==> src/rtl/sqrt_pkg.sv <==
// Shared types and constants for the integer square-root memory responder.
package sqrt_pkg;

   localparam int unsigned ADDR_W        = 8;
   localparam int unsigned DATA_W        = 8;
   localparam int unsigned DEF_OPND_ADDR = 16;
   localparam int unsigned DEF_RES_ADDR  = 18;

   localparam int unsigned REM_W   = 10;
   localparam int unsigned ROOT_W  = 8;
   localparam int unsigned N_STEPS = 8;
   localparam int unsigned CNT_W   = 3;
   localparam int unsigned OPND_W  = 2 * N_STEPS;

   typedef enum logic [2:0] {
      IDLE,
      RD_HI,
      RD_LO,
      CALC,
      WRITE,
      DONE
   } state_t;

endpackage

==> src/rtl/sqrt_step.sv <==
// One restoring digit step of the binary square root: brings in the next
// operand bit pair and decides the next root bit.
module sqrt_step
   import sqrt_pkg::*;
(
   input  logic [REM_W-1:0]  rem,
   input  logic [ROOT_W-1:0] root,
   input  logic [1:0]        pair,
   output logic [REM_W-1:0]  rem_nxt,
   output logic [ROOT_W-1:0] root_nxt
);

   logic [REM_W-1:0] r_sh;
   logic [REM_W-1:0] trial;

   // Shifted remainder never exceeds REM_W bits because the previous root is at most 7 bits.
   always_comb begin
      r_sh  = REM_W'({rem, pair});
      trial = REM_W'({root, 2'b01});
      if (r_sh >= trial) begin
         rem_nxt  = REM_W'(r_sh - trial);
         root_nxt = ROOT_W'({root, 1'b1});
      end else begin
         rem_nxt  = r_sh;
         root_nxt = ROOT_W'({root, 1'b0});
      end
   end

endmodule

==> src/rtl/sqrt_engine.sv <==
// Start/Ack responder: reads a 16-bit operand from data memory, computes
// floor(sqrt) one digit per cycle and writes the 8-bit root back.
module sqrt_engine
   import sqrt_pkg::*;
#(
   parameter int unsigned AW        = ADDR_W,
   parameter int unsigned DW        = DATA_W,
   parameter int unsigned OPND_ADDR = DEF_OPND_ADDR,
   parameter int unsigned RES_ADDR  = DEF_RES_ADDR
) (
   input  logic          Clk,
   input  logic          Reset,
   input  logic          Start,
   output logic          Ack,
   output logic          Busy,
   output logic [AW-1:0] MemAddr,
   input  logic [DW-1:0] MemRdData,
   output logic          MemWrEn,
   output logic [DW-1:0] MemWrData
);

   state_t              state, state_nxt;
   logic                start_q;
   logic [OPND_W-1:0]   opnd, opnd_nxt;
   logic [ROOT_W-1:0]   root, root_nxt;
   logic [REM_W-1:0]    rem, rem_nxt;
   logic [CNT_W-1:0]    cnt, cnt_nxt;

   logic                launch;
   logic [1:0]          pair;
   logic [REM_W-1:0]    step_rem;
   logic [ROOT_W-1:0]   step_root;

   logic                ack_nxt;
   logic                busy_nxt;
   logic [AW-1:0]       addr_nxt;
   logic                wr_en_nxt;
   logic [DW-1:0]       wr_data_nxt;

   assign launch = Start & ~start_q;
   assign pair   = opnd[{cnt, 1'b0} +: 2];

   sqrt_step u_step (
      .rem      (rem),
      .root     (root),
      .pair     (pair),
      .rem_nxt  (step_rem),
      .root_nxt (step_root)
   );

   // State, datapath and registered outputs; outputs are decoded from the next state.
   always_ff @(posedge Clk) begin
      if (!Reset) begin
         state     <= IDLE;
         start_q   <= 1'b0;
         opnd      <= '0;
         root      <= '0;
         rem       <= '0;
         cnt       <= '0;
         Ack       <= 1'b0;
         Busy      <= 1'b0;
         MemAddr   <= '0;
         MemWrEn   <= 1'b0;
         MemWrData <= '0;
      end else begin
         state     <= state_nxt;
         start_q   <= Start;
         opnd      <= opnd_nxt;
         root      <= root_nxt;
         rem       <= rem_nxt;
         cnt       <= cnt_nxt;
         Ack       <= ack_nxt;
         Busy      <= busy_nxt;
         MemAddr   <= addr_nxt;
         MemWrEn   <= wr_en_nxt;
         MemWrData <= wr_data_nxt;
      end
   end

   // Next-state, datapath update and output decode.
   always_comb begin
      state_nxt   = state;
      opnd_nxt    = opnd;
      root_nxt    = root;
      rem_nxt     = rem;
      cnt_nxt     = cnt;
      ack_nxt     = 1'b0;
      busy_nxt    = 1'b0;
      addr_nxt    = '0;
      wr_en_nxt   = 1'b0;
      wr_data_nxt = '0;

      unique case (state)
         IDLE: if (launch) state_nxt = RD_HI;
         RD_HI: begin
            opnd_nxt[OPND_W-1 -: DW] = MemRdData;
            state_nxt = RD_LO;
         end
         RD_LO: begin
            opnd_nxt[DW-1:0] = MemRdData;
            root_nxt  = '0;
            rem_nxt   = '0;
            cnt_nxt   = CNT_W'(N_STEPS - 1);
            state_nxt = CALC;
         end
         CALC: begin
            rem_nxt  = step_rem;
            root_nxt = step_root;
            cnt_nxt  = CNT_W'(cnt - 1'b1);
            if (cnt == '0) state_nxt = WRITE;
         end
         WRITE: state_nxt = DONE;
         DONE: if (launch) state_nxt = RD_HI;
         default: state_nxt = IDLE;
      endcase

      unique case (state_nxt)
         RD_HI: begin
            busy_nxt = 1'b1;
            addr_nxt = AW'(OPND_ADDR);
         end
         RD_LO: begin
            busy_nxt = 1'b1;
            addr_nxt = AW'(OPND_ADDR + 1);
         end
         CALC: busy_nxt = 1'b1;
         WRITE: begin
            busy_nxt    = 1'b1;
            addr_nxt    = AW'(RES_ADDR);
            wr_en_nxt   = 1'b1;
            wr_data_nxt = DW'(root_nxt);
         end
         DONE: ack_nxt = 1'b1;
         default: ;
      endcase
   end

endmodule

==> config.mk <==
export PLATFORM = sky130hd
export DESIGN_NAME = sqrt_engine
export DESIGN_NICKNAME = d
export VERILOG_FILES = /design/src/rtl/sqrt_pkg.sv /design/src/rtl/sqrt_step.sv /design/src/rtl/sqrt_engine.sv
export SDC_FILE = /design/constraint.sdc
export NUM_CORES = 1
export LEC_CHECK = 0
export ABC_AREA = 1
export CORE_MARGIN = 4
export CORE_UTILIZATION = 40
export CTS_CLUSTER_DIAMETER = 60
export DETAILED_ROUTE_END_ITERATION = 12
export GPL_TIMING_DRIVEN = 1
export PLACE_DENSITY_LB_ADDON = 0.2
export SKIP_LAST_GASP = 1
export SLEW_MARGIN = 20
export SYNTH_ARGS = -nofsm -noshare
export SYNTH_HDL_FRONTEND = slang
export SYNTH_SLANG_ARGS = --single-unit
==> constraint.sdc <==
create_clock -name Clk -period 3.8 [get_ports Clk]
set_clock_uncertainty 0.15 [all_clocks]
set_input_delay 0.95 -clock Clk [delete_from_list [all_inputs] [get_ports Clk]]
set_output_delay 0.95 -clock Clk [all_outputs]
set_load 0.005 [all_outputs]
==> flow_summary.toml <==
[detailed_routing]
drc = 0
routed_via_density = 4.81
first_pass_iters = 4
drtIter0Drc = 138
antenna_left = 0
routed_wl_um = 5110
num_vias = 2102
wl_per_cell_um = 11.7

[logic_synthesis]
synth_warnings = 0
synthDistinctLibCells = 35
ys_seq_area_frac = 0.419
netlist_instances = 340
synth_top_area_cell = "dfxtp_1"
synth_top_area_share = 0.419
netlist_area_um2 = 2530
ys_ff_latch = 53
syn_avg_cell_area_um2 = 7.44
synth.area.top_cells = "dfxtp_1 (42%), inv_1 (7.7%), nand2_1 (7.7%), a21oi_1 (7.3%), ha_1 (5.9%)"

[setup_path]
critPathLaunchType = "flip-flop"
r2r_end = "MemWrData[0]"
path_class = "flip-flop to flip-flop"
worst-r2r-cell-count = 10
cp.arrival_ns = 2.64
reg2reg_slack_ns = 1.25
reg2reg_from = "state[1]"
critPathMaxFanout = 15
crit_required_ns = 3.89
crit_path_end_kind = "flip-flop"
cp-startpoint = "state[1]"
crit_end = "MemWrData[0]"

[global_route]
antenna_found_initial = 0
grt_util_met3 = 0.0339
top_usage_layer = "met2"
grt_max_degree = 21
met1_usage = 0.194
track_usage = 0.140
grtUsageMet2 = 0.219
grt_pass1_vias = 1881
grt_pass1_wl_um = 8580
overflow = 0

[sta]
rsz0062_at_grt = "false"
relSlewSlack = 0.486
setup_viol = 0
fin_crit_sh = 0.671
period_minus_slack_ns = 2.55
fin_tns_setup_ns = 0
max_freq_ghz = 0.392
hold_viol_final = 0
maxSlewViolCount = 0
worst_pin_slew_ns = 0.768

[layout]
postLayoutCoreUtil = 0.482
finalInstanceArea_um2 = 2900
nFillCells = 621
area_growth_syn_to_layout_pct = 14.7
nets = 384
drive_above_1_share = 0.0718
antenna_cells = 0

[clock_tree]
numClockSinks = 53
h-tree-depth = 2
postCtsHoldBufs = 0
cts_buffers = 5
post_cts_buffers = 0
clk_pin_slew_ns = 0.09
clk_latency_ns = 0.30
cts_tree = "yes"
cts_buffer_depth = 2
post_cts_resized = 0
clockRootBuffer = "clkbuf_8"

[outcome]
status = "complete, no violations"

[placement]
place_area_um2 = 2790
dp_hpwl_um = 3840
gp_congestion = 0.841
port_buffers = 24

[pwr]
power.leakage_uw = 0.00122
ir_worst_vdd_uv = 229
p_int_uw = 948
p_seq_frac = 0.437
p_switching_uw = 468
power_uw = 1420
comb_power_share = 0.295
netSwitchingFraction = 0.331
cellPowerDensity_nw_per_um2 = 488
pwr-share-clk = 0.268

[floorplanning]
row_count = 28
fp.coreArea_um2 = 6030
fp.dieW_um = 87.6
die_y_um = 87.6
start_util = 0.420
die-area_um2 = 7670
ioPinCount = 30

[worst_hold_path]
min_path_cells = 2
hp-class = "flip-flop to flip-flop"

[job]
cap_violations = 0
-- cell families after synthesis --
family                     after synthesis  share of synthesized area
xor gates and xnor gates                 4                     0.0138
AOI/OAI and AO/OA                       80                      0.175
other                                    1                    0.00148
buffers and inverters                   72                      0.124
DFF                                     53                      0.419
adders and majority gates               12                     0.0593
and+or+nand+nor                        118                      0.207
-- placed cells by master (no fill, tap or decap) --
master	synthesis	layout
o22ai_1	7	7
ha_1	12	12
o31ai_1	1	1
nand4_2	1	1
nor2_1	32	32
o21a_1	1	1
or2_2	1	1
dfxtp_1	53	53
clkbuf_8	0	5
xnor2_1	1	1
nor2_4	1	1
nand4_1	2	2
nor2_2	1	1
o21ai_0	26	26
inv_2	4	4
nand3_2	3	3
conb_1	1	5
clkbuf_1	4	1
a21oi_1	37	37
o21ai_1	1	1
nand2_2	4	4
o21bai_1	1	1
nor3_1	4	4
clkdlybuf4s50_1	0	24
a21oi_2	1	1
bufinv_16	0	1
clkinv_4	0	1
o21ai_4	1	1
xor2_1	3	3
inv_1	52	52
buf_4	7	2
nand2_1	52	52
a31oi_1	1	1
nand3_1	17	17
a22oi_1	1	1
a221oi_1	2	2
-- cell type report --
type	instances	area, um^2	area share
multi-input combinational	219	1170	0.403
inverter	56	210	0.0724
sequential	53	1060	0.366
clock inverter	2	38.8	0.0134
tap	75	93.8	0.0323
clock buffer	6	72.6	0.0250
timing repair buffer	26	255	0.0879
-- power by group through the flow --
| stage | Clock [uW] | Combinational [uW] | Sequential [uW] |
|---|---|---|---|
| finish | 379 | 418 | 619 |
| CTS | 395 | 418 | 619 |
| global route | 420 | 472 | 624 |
| global placement | 0 | 415 | 631 |
| detailed placement | 0 | 415 | 632 |
| floorplan | 0 | 353 | 626 |
-- stage by stage --
| stage | worst slack [ns] | hold slack (ns) | instances |
|---|---|---|---|
| floorplan | 1.84 | 0.279 | 344 |
| global placement | 1.19 | 0.298 | 429 |
| detailed placement | 1.18 | 0.296 | 429 |
| CTS | 1.24 | 0.311 | 437 |
| global route | 0.926 | 0.332 | 437 |
| finish | 1.25 | 0.306 | 437 |
-- flip-flops by register name, indices dropped and copies added, names as in the netlist --
name and cells:
MemWrEn 1, root 8, MemWrData 8, start_q 1, rem 8, opnd 16, state 3, Ack 1
cnt 3, MemAddr 3, Busy 1
-- synth_stat cells --
library cell / instances
nand4_2: 1
clkbuf_1: 4
ha_1: 12
xor2_1: 3
o21a_1: 1
o21bai_1: 1
buf_2: 2
inv_1: 52
nor3_1: 4
or2_2: 1
nor2_4: 1
conb_1: 1
o21ai_1: 1
buf_4: 7
buf_6: 2
nand3_2: 3
o22ai_1: 7
o21ai_0: 26
inv_2: 4
o21ai_4: 1
nand3_1: 17
nor2_1: 32
a31oi_1: 1
a221oi_1: 2
o31ai_1: 1
nand2_1: 52
dfxtp_1: 53
buf_1: 1
a21oi_1: 37
xnor2_1: 1
a22oi_1: 1
nand4_1: 2
nor2_2: 1
a21oi_2: 1
nand2_2: 4
-- per-layer routing --
| metal | routed length, um | vias up |
|---|---|---|
| met3 | 284 | 4 |
| met1 | 2560 | 917 |
| met5 | 0 | - |
| li1 | - | 1128 |
| met2 | 2240 | 53 |
| met4 | 29 | 0 |
-- worst max-delay path, cell delays in order, from the launching register on --
cell     delay, ns
dfxtp_1       0.36
inv_1         0.06
nor2_1        0.58
inv_2         0.28
nor2_4        0.25
inv_2         0.17
nor2_1        0.12
inv_1         0.09
nor2_2        0.13
inv_1         0.15
nor2_1        0.13
-- how the worst min path moves through the flow --
stage	start	end	slack, ns
after global placement	opnd[14]	opnd[14]	0.30
after global routing	opnd[15]	opnd[15]	0.33
after CTS	opnd[10]	opnd[10]	0.31
after floorplan	opnd[10]	opnd[10]	0.28
final	opnd[10]	opnd[10]	0.31
after detailed placement	opnd[10]	opnd[10]	0.30
Note: power is estimated with default switching activity, not from simulation.
